$ cat src/rtl/clk_div_ctrl_pkg.sv
// Shared types and constants for the clock-divide controller.
// The optional edge counter is controlled by CLK_DIV_CTRL_EDGE_CNT_EN in clk_div_ctrl.
package clk_div_ctrl_pkg;

    typedef enum logic [1:0] {
        IDLE  = 2'd0,
        RUN   = 2'd1,
        DRAIN = 2'd2
    } state_t;

    localparam int EDGE_CNT_W = 16;

    localparam logic [1:0] ERR_NONE = 2'd0;
    localparam logic [1:0] DIV_ZERO = 2'd1;

endpackage

$ cat src/rtl/clk_div_core.sv
// Counter/toggle generator: each phase of clk_div lasts active_div clock cycles.
// boundary marks the edge on which clk_div falls (end of a full period).
module clk_div_core #(
    parameter int DIV_W = 8
) (
    input  logic             clk,
    input  logic             rst_n,
    input  logic             enable,
    input  logic             stop_at_low,
    input  logic [DIV_W-1:0] active_div,
    output logic             clk_div,
    output logic             div_tick,
    output logic             boundary
);

    logic [DIV_W-1:0] cnt_reg, cnt_next;
    logic             clk_div_reg, clk_div_next;
    logic             tick_reg, tick_next;
    logic             last;

    assign last = (cnt_reg == active_div - DIV_W'(1));

    always_comb begin
        cnt_next     = '0;
        clk_div_next = 1'b0;
        tick_next    = 1'b0;
        // A stop request during the low phase parks the output low without rising.
        if (enable && !(stop_at_low && !clk_div_reg)) begin
            if (last) begin
                clk_div_next = !clk_div_reg;
                tick_next    = !clk_div_reg;
            end else begin
                cnt_next     = cnt_reg + DIV_W'(1);
                clk_div_next = clk_div_reg;
            end
        end
    end

    always_ff @(posedge clk or negedge rst_n) begin
        if (!rst_n) begin
            cnt_reg     <= '0;
            clk_div_reg <= 1'b0;
            tick_reg    <= 1'b0;
        end else begin
            cnt_reg     <= cnt_next;
            clk_div_reg <= clk_div_next;
            tick_reg    <= tick_next;
        end
    end

    assign clk_div  = clk_div_reg;
    assign div_tick = tick_reg;
    assign boundary = enable && clk_div_reg && last;

endmodule

$ cat src/rtl/clk_div_ctrl.sv
// Run-time controller for the divided clock: FSM, ratio handshake and edge counter.
// Define CLK_DIV_CTRL_EDGE_CNT_EN to build the clk_div rising-edge counter.
module clk_div_ctrl
    import clk_div_ctrl_pkg::*;
#(
    parameter int DIV_W       = 8,
    parameter int DEFAULT_DIV = 4
) (
    input  logic                  clk,
    input  logic                  rst_n,
    input  logic                  run,
    input  logic                  cfg_valid,
    input  logic [DIV_W-1:0]      cfg_div,
    output logic                  cfg_ready,
    output logic                  cfg_err,
    output logic                  clk_div,
    output logic                  div_tick,
    output logic                  busy,
    output logic [DIV_W-1:0]      active_div,
    output logic [EDGE_CNT_W-1:0] edge_cnt
);

    state_t           state_reg, state_next;
    logic             pend_reg;
    logic [DIV_W-1:0] pend_div_reg;
    logic [DIV_W-1:0] active_div_reg;
    logic             cfg_err_reg;
    logic             boundary;
    logic             core_clk_div;
    logic             core_tick;
    logic [1:0]       cfg_code;
    logic             take;
    logic             apply;

    assign cfg_code = (cfg_div == '0) ? DIV_ZERO : ERR_NONE;
    assign take     = cfg_valid && !pend_reg;
    // Ratio changes only land when the divider is idle or at a period boundary.
    assign apply    = pend_reg && ((state_reg == IDLE) || boundary);

    always_comb begin
        state_next = state_reg;
        case (state_reg)
            IDLE: begin
                if (run) state_next = RUN;
            end
            RUN: begin
                if (!run) begin
                    if (!core_clk_div || boundary) state_next = IDLE;
                    else                           state_next = DRAIN;
                end
            end
            DRAIN: begin
                if (boundary) state_next = IDLE;
            end
            default: state_next = IDLE;
        endcase
    end

    always_ff @(posedge clk or negedge rst_n) begin
        if (!rst_n) state_reg <= IDLE;
        else        state_reg <= state_next;
    end

    always_ff @(posedge clk or negedge rst_n) begin
        if (!rst_n) begin
            pend_reg       <= 1'b0;
            pend_div_reg   <= '0;
            active_div_reg <= DIV_W'(DEFAULT_DIV);
            cfg_err_reg    <= 1'b0;
        end else begin
            cfg_err_reg <= take && (cfg_code == DIV_ZERO);
            if (apply) begin
                active_div_reg <= pend_div_reg;
                pend_reg       <= 1'b0;
            end
            if (take && (cfg_code == ERR_NONE)) begin
                pend_reg     <= 1'b1;
                pend_div_reg <= cfg_div;
            end
        end
    end

    clk_div_core #(
        .DIV_W(DIV_W)
    ) u_core (
        .clk        (clk),
        .rst_n      (rst_n),
        .enable     (state_reg != IDLE),
        .stop_at_low((state_reg == RUN) && !run),
        .active_div (active_div_reg),
        .clk_div    (core_clk_div),
        .div_tick   (core_tick),
        .boundary   (boundary)
    );

`ifdef CLK_DIV_CTRL_EDGE_CNT_EN
    logic [EDGE_CNT_W-1:0] edge_cnt_reg;

    always_ff @(posedge clk or negedge rst_n) begin
        if (!rst_n)         edge_cnt_reg <= '0;
        else if (core_tick) edge_cnt_reg <= edge_cnt_reg + EDGE_CNT_W'(1);
    end

    assign edge_cnt = edge_cnt_reg;
`else
    assign edge_cnt = '0;
`endif

    assign cfg_ready  = !pend_reg;
    assign cfg_err    = cfg_err_reg;
    assign clk_div    = core_clk_div;
    assign div_tick   = core_tick;
    assign busy       = (state_reg != IDLE);
    assign active_div = active_div_reg;

endmodule

$ cat config.mk
export PLATFORM = sky130hd
export DESIGN_NAME = clk_div_ctrl
export DESIGN_NICKNAME = d
export VERILOG_FILES = /design/src/rtl/clk_div_ctrl_pkg.sv /design/src/rtl/clk_div_core.sv /design/src/rtl/clk_div_ctrl.sv
export SDC_FILE = /design/constraint.sdc
export NUM_CORES = 1
export LEC_CHECK = 0
export ABC_AREA = 1
export CORE_MARGIN = 4
export CORE_UTILIZATION = 50
export DETAILED_ROUTE_END_ITERATION = 16
export PLACE_DENSITY = 0.89
export SLEW_MARGIN = 30
export SYNTH_ARGS = -nofsm -noshare
export SYNTH_HDL_FRONTEND = slang
export SYNTH_SLANG_ARGS = --single-unit
$ cat constraint.sdc
create_clock -name clk -period 2.4 [get_ports clk]
set_clock_uncertainty 0.2 [all_clocks]
set_input_delay 0.24 -clock clk [delete_from_list [all_inputs] [get_ports clk]]
set_output_delay 0.24 -clock clk [all_outputs]
set_load 0.02 [all_outputs]
==> results of run 1 <==
[logic make-up after synthesis]
group | count (synthesis) | share of synthesized area (%)
AND/OR/NAND/NOR | 111 | 33.4
buffers and inverters | 50 | 14.3
flip-flops | 30 | 42.7
AO/OA/AOI/OAI | 15 | 4.54
XOR/XNOR | 7 | 3.48
adder cells (fa/ha/maj) | 2 | 1.42
other | 1 | 0.213
[synthesized netlist by cell type]
cell and count:
dfrtp_1 29, inv_2 4, xnor2_1 2, nand2_1 57, xor2_1 5, nand2_8 2, o21bai_1 1, nand2_2 5
dfstp_2 1, nor3b_2 2, clkbuf_2 1, a31oi_1 2, nor3_1 4, nor4_1 1, nor3_2 1, nand3_2 4
o21ai_0 11, nand2_4 1, nand4_1 2, nor2_4 3, o21ai_1 1, conb_1 1, buf_4 17, ha_1 2
nand3_4 1, nor2_1 13, nand3_1 13, nor2_2 2, inv_1 28
[worst max path at each step]
stage,to,cells after the start
final,active_div[6],14
after global routing,active_div[6],14
after CTS,active_div[6],14
after detailed placement,active_div[6],14
after global placement,active_div[7],14
after floorplan,active_div[6],14
[worst register-to-register path, stage by stage (launching register included)]
cell and delay, ns:
dfrtp_1 0.44, inv_2 0.08, ha_1 0.32, inv_1 0.06, nand2_1 0.04, nand2_1 0.05
nand2_1 0.05, nor2_1 0.12, nand3_2 0.09, nor2_4 0.14, nand3_4 0.12, nand2_8 0.12
nand2_8 0.07, nand2_1 0.08, nand2_1 0.05
[power breakdown]
part	switching [mW]	internal (mW)	leakage, nW
logic	0.469	0.301	0.596
registers	0.111	0.600	0.388
clock network	0.173	0.200	0.0446
[stage by stage]
| step | cell area [um2] | worst slack, ns | cells |
|---|---|---|---|
| after floorplan | 1820 | 0.350 | 231 |
| after global routing | 2070 | 0.0526 | 292 |
| after CTS | 2070 | 0.232 | 292 |
| final | 2070 | 0.254 | 292 |
| after detailed placement | 1990 | 0.266 | 284 |
| after global placement | 1990 | 0.329 | 284 |
[layer usage]
layer / part of all wire (%) / vias to the layer above / global-route usage [%]
li1: - / 699 / -
met1: 41 / 625 / 18.0
met2: 53 / 27 / 30.6
met3: 4.8 / 5 / 6.32
met4: 1.4 / 0 / 7.34
met5: 0 / - / 0
[layout make-up]
cell class                 instances  area (um2)  area share (%)
sequential                        30         752            36.3
tap                               46        57.6            2.78
multi-input combinational        151         815            39.3
timing repair buffer              25         248            12.0
clock buffer                       8        78.8            3.81
inverter                          32         120            5.80
==> results.sh, run 1 <==
export IMPL_ys_ff_latch=30
export IMPL_slowest_stage="dfrtp_1"
export IMPL_syn_area_per_cell_um2=8.16
export IMPL_yosys_warnings=0
export IMPL_antenna_cells=0
export IMPL_synth_seq_area_share_pct=42.7
export IMPL_end_kind="flop"
export IMPL_cts_htree_levels=2
export IMPL_cp_required_ns=2.43
export IMPL_reg2regPathDepth=14
export IMPL_holdCritPathClass="input port to asynchronous set/reset pin"
export IMPL_die_area_um2=4540
export IMPL_globalplace_congestion=0.807
export IMPL_status="finished clean"
export IMPL_dp_hpwl_um=2590
export IMPL_wl_per_cell_um=11.0
export IMPL_overflow=0
export IMPL_finalCriticalPeriod_ns=2.15
export IMPL_reg2reg_from="active_div[0]"
export IMPL_drc=0
export IMPL_io_pins=41
export IMPL_power_per_cell_area_nw_per_um2=895
export IMPL_critPathKind="flop to flop"
export IMPL_vdd_drop_max_mv=0.433
export IMPL_cp_cell_sequence="inv_2, ha_1, inv_1, nand2_1, nand2_1, nand2_1, nor2_1, nand3_2, nor2_4, nand3_4, nand2_8, nand2_8, nand2_1, nand2_1"
export IMPL_nNetsFinal=259
export IMPL_cp_top_family="simple AND/OR/NAND/NOR gates"
export IMPL_n_fill_cell=313
export IMPL_whs_ns=0.0794
export IMPL_ctsHoldBuffers=0
export IMPL_clk_latency_ns=0.33
export IMPL_drive_above_1_share_pct=14.2
export IMPL_start_util_pct=52.4
export IMPL_synthesis_area_um2=1760
export IMPL_wirelength_um=3220
export IMPL_die_w_um=67.4
export IMPL_clkSinkCount=30
export IMPL_die_h_um=67.4
export IMPL_fin_crit_sh_pct=89.4
export IMPL_drtIter0Drc=81
export IMPL_max_stage_delay_ns=0.44
export IMPL_first_global_vias=1362
export IMPL_antenna_found_initial=0
export IMPL_cts_buffers=5
export IMPL_cts_resized=0
export IMPL_cts_root_buffer="clkbuf_4"
export IMPL_regToRegEndpoint="active_div[6]"
export IMPL_vias=1356
export IMPL_final_cell_mix="57 x nand2_1, 29 x dfrtp_1, 28 x inv_1"
export IMPL_cts_tree="built"
export IMPL_detail_route_antenna_nets=0
export IMPL_critical_path_peak_fanout=10
export IMPL_grt_setup_unrepaired="false"
export IMPL_max_freq_ghz=0.466
export IMPL_synth_area_top_cells="dfrtp_1 41%, nand2_1 12%, buf_4 7.2%"
export IMPL_cp_data_arrival_time_ns=2.18
export IMPL_hold_viol=0
export IMPL_startpoint="active_div[0]"
export IMPL_finalPower_mw=1.85
export IMPL_std_cell_rows=21
export IMPL_fin_util_pct=61.6
export IMPL_synth_largest_area_cell="dfrtp_1"
export IMPL_grt_pass1_wl_um=5730
export IMPL_final_setup_tns_ns=0
export IMPL_drv_cap=0
export IMPL_path_clk_slew_ns=0.09
export IMPL_netlist_instances=216
export IMPL_final_common_cell="nand2_1"
export IMPL_finalSetupViolations=0
export IMPL_fp_coreArea_um2=3360
export IMPL_startpoint_type="flop"
export IMPL_port_buffers=24
export IMPL_grt_max_degree=31
export IMPL_area_growth_pct=17.5
export IMPL_p_leak_nw=1.03
export IMPL_first_pass_iters=4
export IMPL_critPathBufInv=2
export IMPL_slew_violations=0
export IMPL_yosysTopAreaCellShare_pct=41.2
export IMPL_grt_use_total_pct=17.1
export IMPL_viasPerCell=4.64
export IMPL_clockBufferDepth=2
export IMPL_postCtsSetupBuffers=0
export IMPL_ys_types=29
export IMPL_reg2reg_slack_ns=0.25
export IMPL_path_common_cell="nand2_1"
Note: power is estimated with default switching activity, not from simulation.
==> run 2: changes to the inputs <==
ABC_AREA = default   (was 1)
CORE_UTILIZATION = 49   (was 50)
PLACE_DENSITY = 0.88   (was 0.89)
==> results.sh, run 2 <==
export IMPL_grt_pass1_wl_um=6020
export IMPL_cp_top_family="compound AO/OA/AOI/OAI gates"
export IMPL_final_cell_mix="27 x dfrtp_1, 24 x clkdlybuf4s50_1, 21 x buf_4"
export IMPL_use_met2_pct=30.3
export IMPL_std_cell_rows=21
export IMPL_grt_max_degree=31
export IMPL_synth_seq_area_share_pct=44.5
export IMPL_clk_latency_ns=0.34
export IMPL_p_comb_share_pct=49.2
export IMPL_seq_power_share_pct=32.9
export IMPL_use_met3_pct=6.41
export IMPL_synth_edf_count=0
export IMPL_wirelength_um=3600
export IMPL_cp_required_ns=2.43
export IMPL_max_stage_delay_ns=0.45
export IMPL_fin_area_um2=2210
export IMPL_yosys_warnings=0
export IMPL_swShare_pct=35.9
export IMPL_vias=1270
export IMPL_violations="negative setup slack"
export IMPL_die_area_um2=4450
export IMPL_dp_hpwl_um=2620
export IMPL_cp_cell_sequence="inv_2, ha_4, nor2b_1, or3_4, a31oi_4, o311ai_4, o31a_4, mux2_4"
export IMPL_ctsHoldBuffers=0
export IMPL_p_int_mw=1.43
export IMPL_globalplace_congestion=0.877
export IMPL_final_setup_tns_ns=-0.547
export IMPL_cts_buffers=5
export IMPL_fin_util_pct=66.3
export IMPL_drtIter0Drc=31
export IMPL_antenna_found_initial=0
export IMPL_ys_ff_latch=30
export IMPL_cts_htree_levels=2
export IMPL_holdCritPathClass="input port to asynchronous set/reset pin"
export IMPL_clkSinkCount=30
export IMPL_cts_root_buffer="clkbuf_4"
export IMPL_detail_route_antenna_nets=0
export IMPL_final_common_cell="dfrtp_1"
export IMPL_yosysTopAreaCellShare_pct=43.0
export IMPL_synth_area_top_cells="dfrtp_1 43%, buf_4 7.1%, mux2_4 7.1%"
export IMPL_syn_area_per_cell_um2=10.9
export IMPL_grt_util_met1_pct=22.6
export IMPL_vdd_drop_max_mv=0.514
export IMPL_overflow=0
export IMPL_max_freq_ghz=0.404
export IMPL_antenna_cells=0
export IMPL_critical_path_peak_fanout=8
export IMPL_grt_use_total_pct=18.8
export IMPL_finalCriticalPeriod_ns=2.47
export IMPL_wl_per_cell_um=14.4
export IMPL_status="complete, but fails checks"
export IMPL_die_w_um=66.7
export IMPL_critPathKind="flop to flop"
export IMPL_area_growth_pct=31.0
export IMPL_cts_tree="built"
export IMPL_ys_types=38
export IMPL_viasPerCell=5.08
export IMPL_power_per_cell_area_nw_per_um2=1010
export IMPL_fin_crit_sh_pct=103
export IMPL_synth_largest_area_cell="dfrtp_1"
export IMPL_n_fill_cell=254
export IMPL_drive_above_1_share_pct=30.9
export IMPL_dp_cells=238
export IMPL_drc=0
export IMPL_synthArstFlopShare_pct=100
export IMPL_clockBufferDepth=2
export IMPL_first_pass_iters=4
export IMPL_nNetsFinal=217
export IMPL_slowest_stage="dfrtp_2"
export IMPL_first_global_vias=1254
export IMPL_die_h_um=66.7
export IMPL_setup_ws_ns=-0.0733
export IMPL_io_pins=41
export IMPL_p_switching_mw=0.800
export IMPL_synthTopCellsByCount="29 x dfrtp_1, 16 x buf_4, 14 x nor2_1"
export IMPL_yosysMostFrequentCell="dfrtp_1"
export IMPL_netlist_instances=155
export IMPL_cp_data_arrival_time_ns=2.50
export IMPL_slew_violations=0
export IMPL_critPathBufInv=1
export IMPL_p_leak_nw=1.00
export IMPL_end_kind="flop"
export IMPL_drv_cap=0
export IMPL_clkPwrFrac_pct=17.9
export IMPL_synthesis_area_um2=1690
export IMPL_startpoint_type="flop"
export IMPL_finalSetupViolations=12
export IMPL_port_buffers=24
export IMPL_fp_coreArea_um2=3340
export IMPL_hold_viol=0
export IMPL_ys_flop_type="dfrtp_1"
export IMPL_busiest_layer="met2"
export IMPL_fin_cells=250
export IMPL_grt_setup_unrepaired="true"
export IMPL_start_util_pct=50.6
export IMPL_path_clk_slew_ns=0.10
export IMPL_place_area_um2=2060
run 2: cell types whose count changed after synthesis, moves of 6 or more:
cell / delta
nand3_1: -6
nand2_1: -54
mux2_4: +8
mux2_2: +7
inv_1: -21
o21ai_0: -7
run 2: path summary, 6_finish.rpt:
kind	startpoint	to	slack, ns	cells past startpoint
worst max register to register	active_div[0]	active_div[4]	-0.07	8
max in group asynchronous	rst_n	active_div[2]	1.62	2
worst max-delay path	active_div[0]	active_div[4]	-0.07	8
min in group clk	pend_reg	cfg_err	0.27	1
worst min register to register	pend_reg	cfg_err	0.27	1
worst min-delay path	rst_n	active_div[7]	0.07	2
run 2: stage by stage:
stage	power (mW)	setup WS, ns	hold slack, ns
5_1_grt	2.35	-0.166	0.0890
2_1_floorplan	1.34	-0.179	-0.256
4_1_cts	2.17	-0.0807	0.0706
3_3_place_gp	1.70	-0.191	0.256
3_5_place_dp	1.73	-0.252	0.258
6_report	2.23	-0.0733	0.0727
run 2: cells by family after synthesis:
logic type | count (synthesis) | synth area share [%]
and+or+nand+nor | 50 | 16.9
DFF | 30 | 44.5
buffers and inverters | 27 | 10.4
AOI/OAI and AO/OA | 15 | 6.89
xor gates and xnor gates | 15 | 7.78
muxes | 15 | 11.8
adders and majority gates | 2 | 1.48
other | 1 | 0.222
run 2: final cells by class:
type / instances / area (um2) / area share (%)
clock buffers: 5 / 37.5 / 1.70
clock inverters: 3 / 40.0 / 1.81
inverters: 7 / 26.3 / 1.19
multi-input cells: 113 / 887 / 40.1
flip-flops and latches: 30 / 754 / 34.1
well taps: 46 / 57.6 / 2.60
repair buffers: 46 / 409 / 18.5
run 2: worst reg2reg max path: cells and delay by family, from the launching register on:
kind            cells  cell delay [ns]
compound gates      3             0.71
flops               1             0.45
simple gates        2             0.45
mux                 1             0.32
fa+ha+maj           1             0.17
buf+inv             1             0.07
run 2: repair_timing:
item / CTS / global route
gates resized for setup: 7 / 4
buffers inserted: 3 / 1
setup endpoints to repair: 10 / 18
pin swaps: 4 / 0
run 2: layer usage:
layer / wire (um) / vias up
met2: 1850 / 38
met3: 209 / 10
met1: 1470 / 623
met4: 79 / 0
met5: 0 / -
li1: - / 599
run 2: power groups by stage:
stage          sequential [mW]  clock (mW)  combinational [mW]
3_5_place_dp             0.738           0               0.993
6_report                 0.732       0.400                1.09
3_3_place_gp             0.732           0               0.969
4_1_cts                  0.728       0.410                1.04
5_1_grt                  0.753       0.430                1.17
2_1_floorplan            0.811           0               0.524
==> run 3: changes to the inputs <==
CORE_UTILIZATION = 50   (was 49)
CTS_BUF_LIST = sky130_fd_sc_hd__clkbuf_8   (was default)
HOLD_SLACK_MARGIN = 0.05   (was default)
PLACE_DENSITY = 0.9   (was 0.88)
==> results.sh, run 3 (same netlist as run 2, synthesis figures left out) <==
export IMPL_status="complete, but fails checks"
export IMPL_violations="negative setup slack"
export IMPL_setup_ws_ns=-0.163
export IMPL_port_buffers=24
export IMPL_grt_setup_unrepaired="true"
export IMPL_drive_above_1_share_pct=28.2
export IMPL_fin_util_pct=69.4
export IMPL_reg2regPathDepth=8
export IMPL_clockBufferDepth=2
export IMPL_hold_viol=0
export IMPL_wl_per_cell_um=15.1
export IMPL_drtIter0Drc=68
export IMPL_antenna_found_initial=0
export IMPL_first_global_vias=1386
export IMPL_critical_path_peak_fanout=8
export IMPL_cts_tree="built"
export IMPL_antenna_cells=0
export IMPL_cts_htree_levels=2
export IMPL_cts_root_buffer="clkbuf_8"
export IMPL_fin_crit_sh_pct=107
export IMPL_drv_cap=0
export IMPL_nNetsFinal=215
export IMPL_dp_hpwl_um=2860
export IMPL_clk_latency_ns=0.28
export IMPL_start_util_pct=53.6
export IMPL_clkSinkCount=30
export IMPL_area_growth_pct=29.5
export IMPL_wirelength_um=3720
export IMPL_p_leak_nw=0.995
export IMPL_slew_violations=0
export IMPL_die_w_um=66.1
export IMPL_path_clk_slew_ns=0.06
export IMPL_holdCritPathClass="input port to asynchronous set/reset pin"
export IMPL_relSlewSlack_pct=63.3
export IMPL_die_area_um2=4370
export IMPL_finalSetupViolations=10
export IMPL_reg2reg_from="active_div[0]"
export IMPL_vdd_drop_max_mv=0.621
export IMPL_n_fill_cell=235
export IMPL_grt_max_degree=31
export IMPL_reg2reg_slack_ns=-0.16
export IMPL_critPathKind="flop to flop"
export IMPL_final_setup_tns_ns=-1.42
export IMPL_cp_required_ns=2.36
export IMPL_detail_route_antenna_nets=0
export IMPL_startpoint_type="flop"
export IMPL_final_common_cell="dfrtp_1"
export IMPL_cts_buffers=5
export IMPL_finalPower_mw=2.18
export IMPL_first_pass_iters=4
export IMPL_std_cell_rows=20
export IMPL_grt_pass1_wl_um=6200
export IMPL_regToRegEndpoint="active_div[5]"
export IMPL_power_per_cell_area_nw_per_um2=996
export IMPL_finalCriticalPeriod_ns=2.56
export IMPL_final_cell_mix="27 x dfrtp_1, 24 x clkdlybuf4s50_1, 19 x buf_4"
export IMPL_vias=1296
export IMPL_max_freq_ghz=0.390
export IMPL_cp_data_arrival_time_ns=2.52
export IMPL_fp_coreArea_um2=3150
export IMPL_globalplace_congestion=0.936
export IMPL_viasPerCell=5.27
export IMPL_grt_use_total_pct=19.0
export IMPL_ctsHoldBuffers=0
export IMPL_end_kind="flop"
export IMPL_io_pins=41
export IMPL_worstMarginPinSlew_ns=0.544
export IMPL_die_h_um=66.1
export IMPL_drc=0
export IMPL_overflow=0
-- run 3: area by class of cell --
cell class / count / area [um2] / share of cell area [%]
Clock buffer: 6 / 82.6 / 3.78
Clock inverter: 2 / 8.76 / 0.400
Inverter: 7 / 26.3 / 1.20
Multi-Input combinational cell: 113 / 866 / 39.6
Sequential cell: 30 / 754 / 34.5
Tap cell: 44 / 55.1 / 2.52
Timing Repair Buffer: 44 / 394 / 18.0
-- run 3: metrics by stage --
step	setup slack, ns	instances	hold WS (ns)	area [um2]
floorplan	-0.179	170	-0.256	1770
global placement	-0.191	235	0.246	2050
detailed placement	-0.307	235	0.254	2050
CTS	-0.169	246	0.159	2190
global route	-0.242	246	0.191	2190
finish	-0.163	246	0.155	2190
-- run 3: how the worst max path moves through the flow --
stage / to / slack [ns] / startpoint / cells after the start
2_1_floorplan: active_div[0] / -0.18 / active_div[0] / 10
3_3_place_gp: active_div[0] / -0.19 / active_div[1] / 8
3_5_place_dp: active_div[5] / -0.31 / active_div[1] / 8
4_1_cts: active_div[5] / -0.17 / active_div[0] / 8
5_1_grt: active_div[5] / -0.24 / active_div[0] / 8
6_report: active_div[5] / -0.16 / active_div[0] / 8
-- run 3: metal layers --
metal	vias up	GRT usage, %	part of all wire (%)
met4	0	7.11	2.2
li1	596	-	-
met2	57	34.3	52
met1	632	20.5	39
met3	11	5.78	7.3
met5	-	0	0
-- run 3: where the power goes --
group,internal [mW],leakage (nW),switching (mW)
combinational,0.560,0.568,0.480
clock,0.226,0.0524,0.175
sequential,0.619,0.375,0.119
total,1.40,0.995,0.775
-- run 3: timing repair --
action | 4_1_cts | 5_1_grt
setup buffers | 3 | 0
pin swaps | 5 | 2
gates resized for setup | 6 | 0
setup endpoints to repair | 18 | 11
-- run 3: worst max-delay path, stage by stage, from the launching register on --
cell      delay [ns]
dfrtp_2         0.43
inv_2           0.06
ha_4            0.26
xor2_1          0.14
nand2_1         0.12
nor4b_4         0.35
o311ai_4        0.17
o31a_4          0.38
mux2_4          0.32
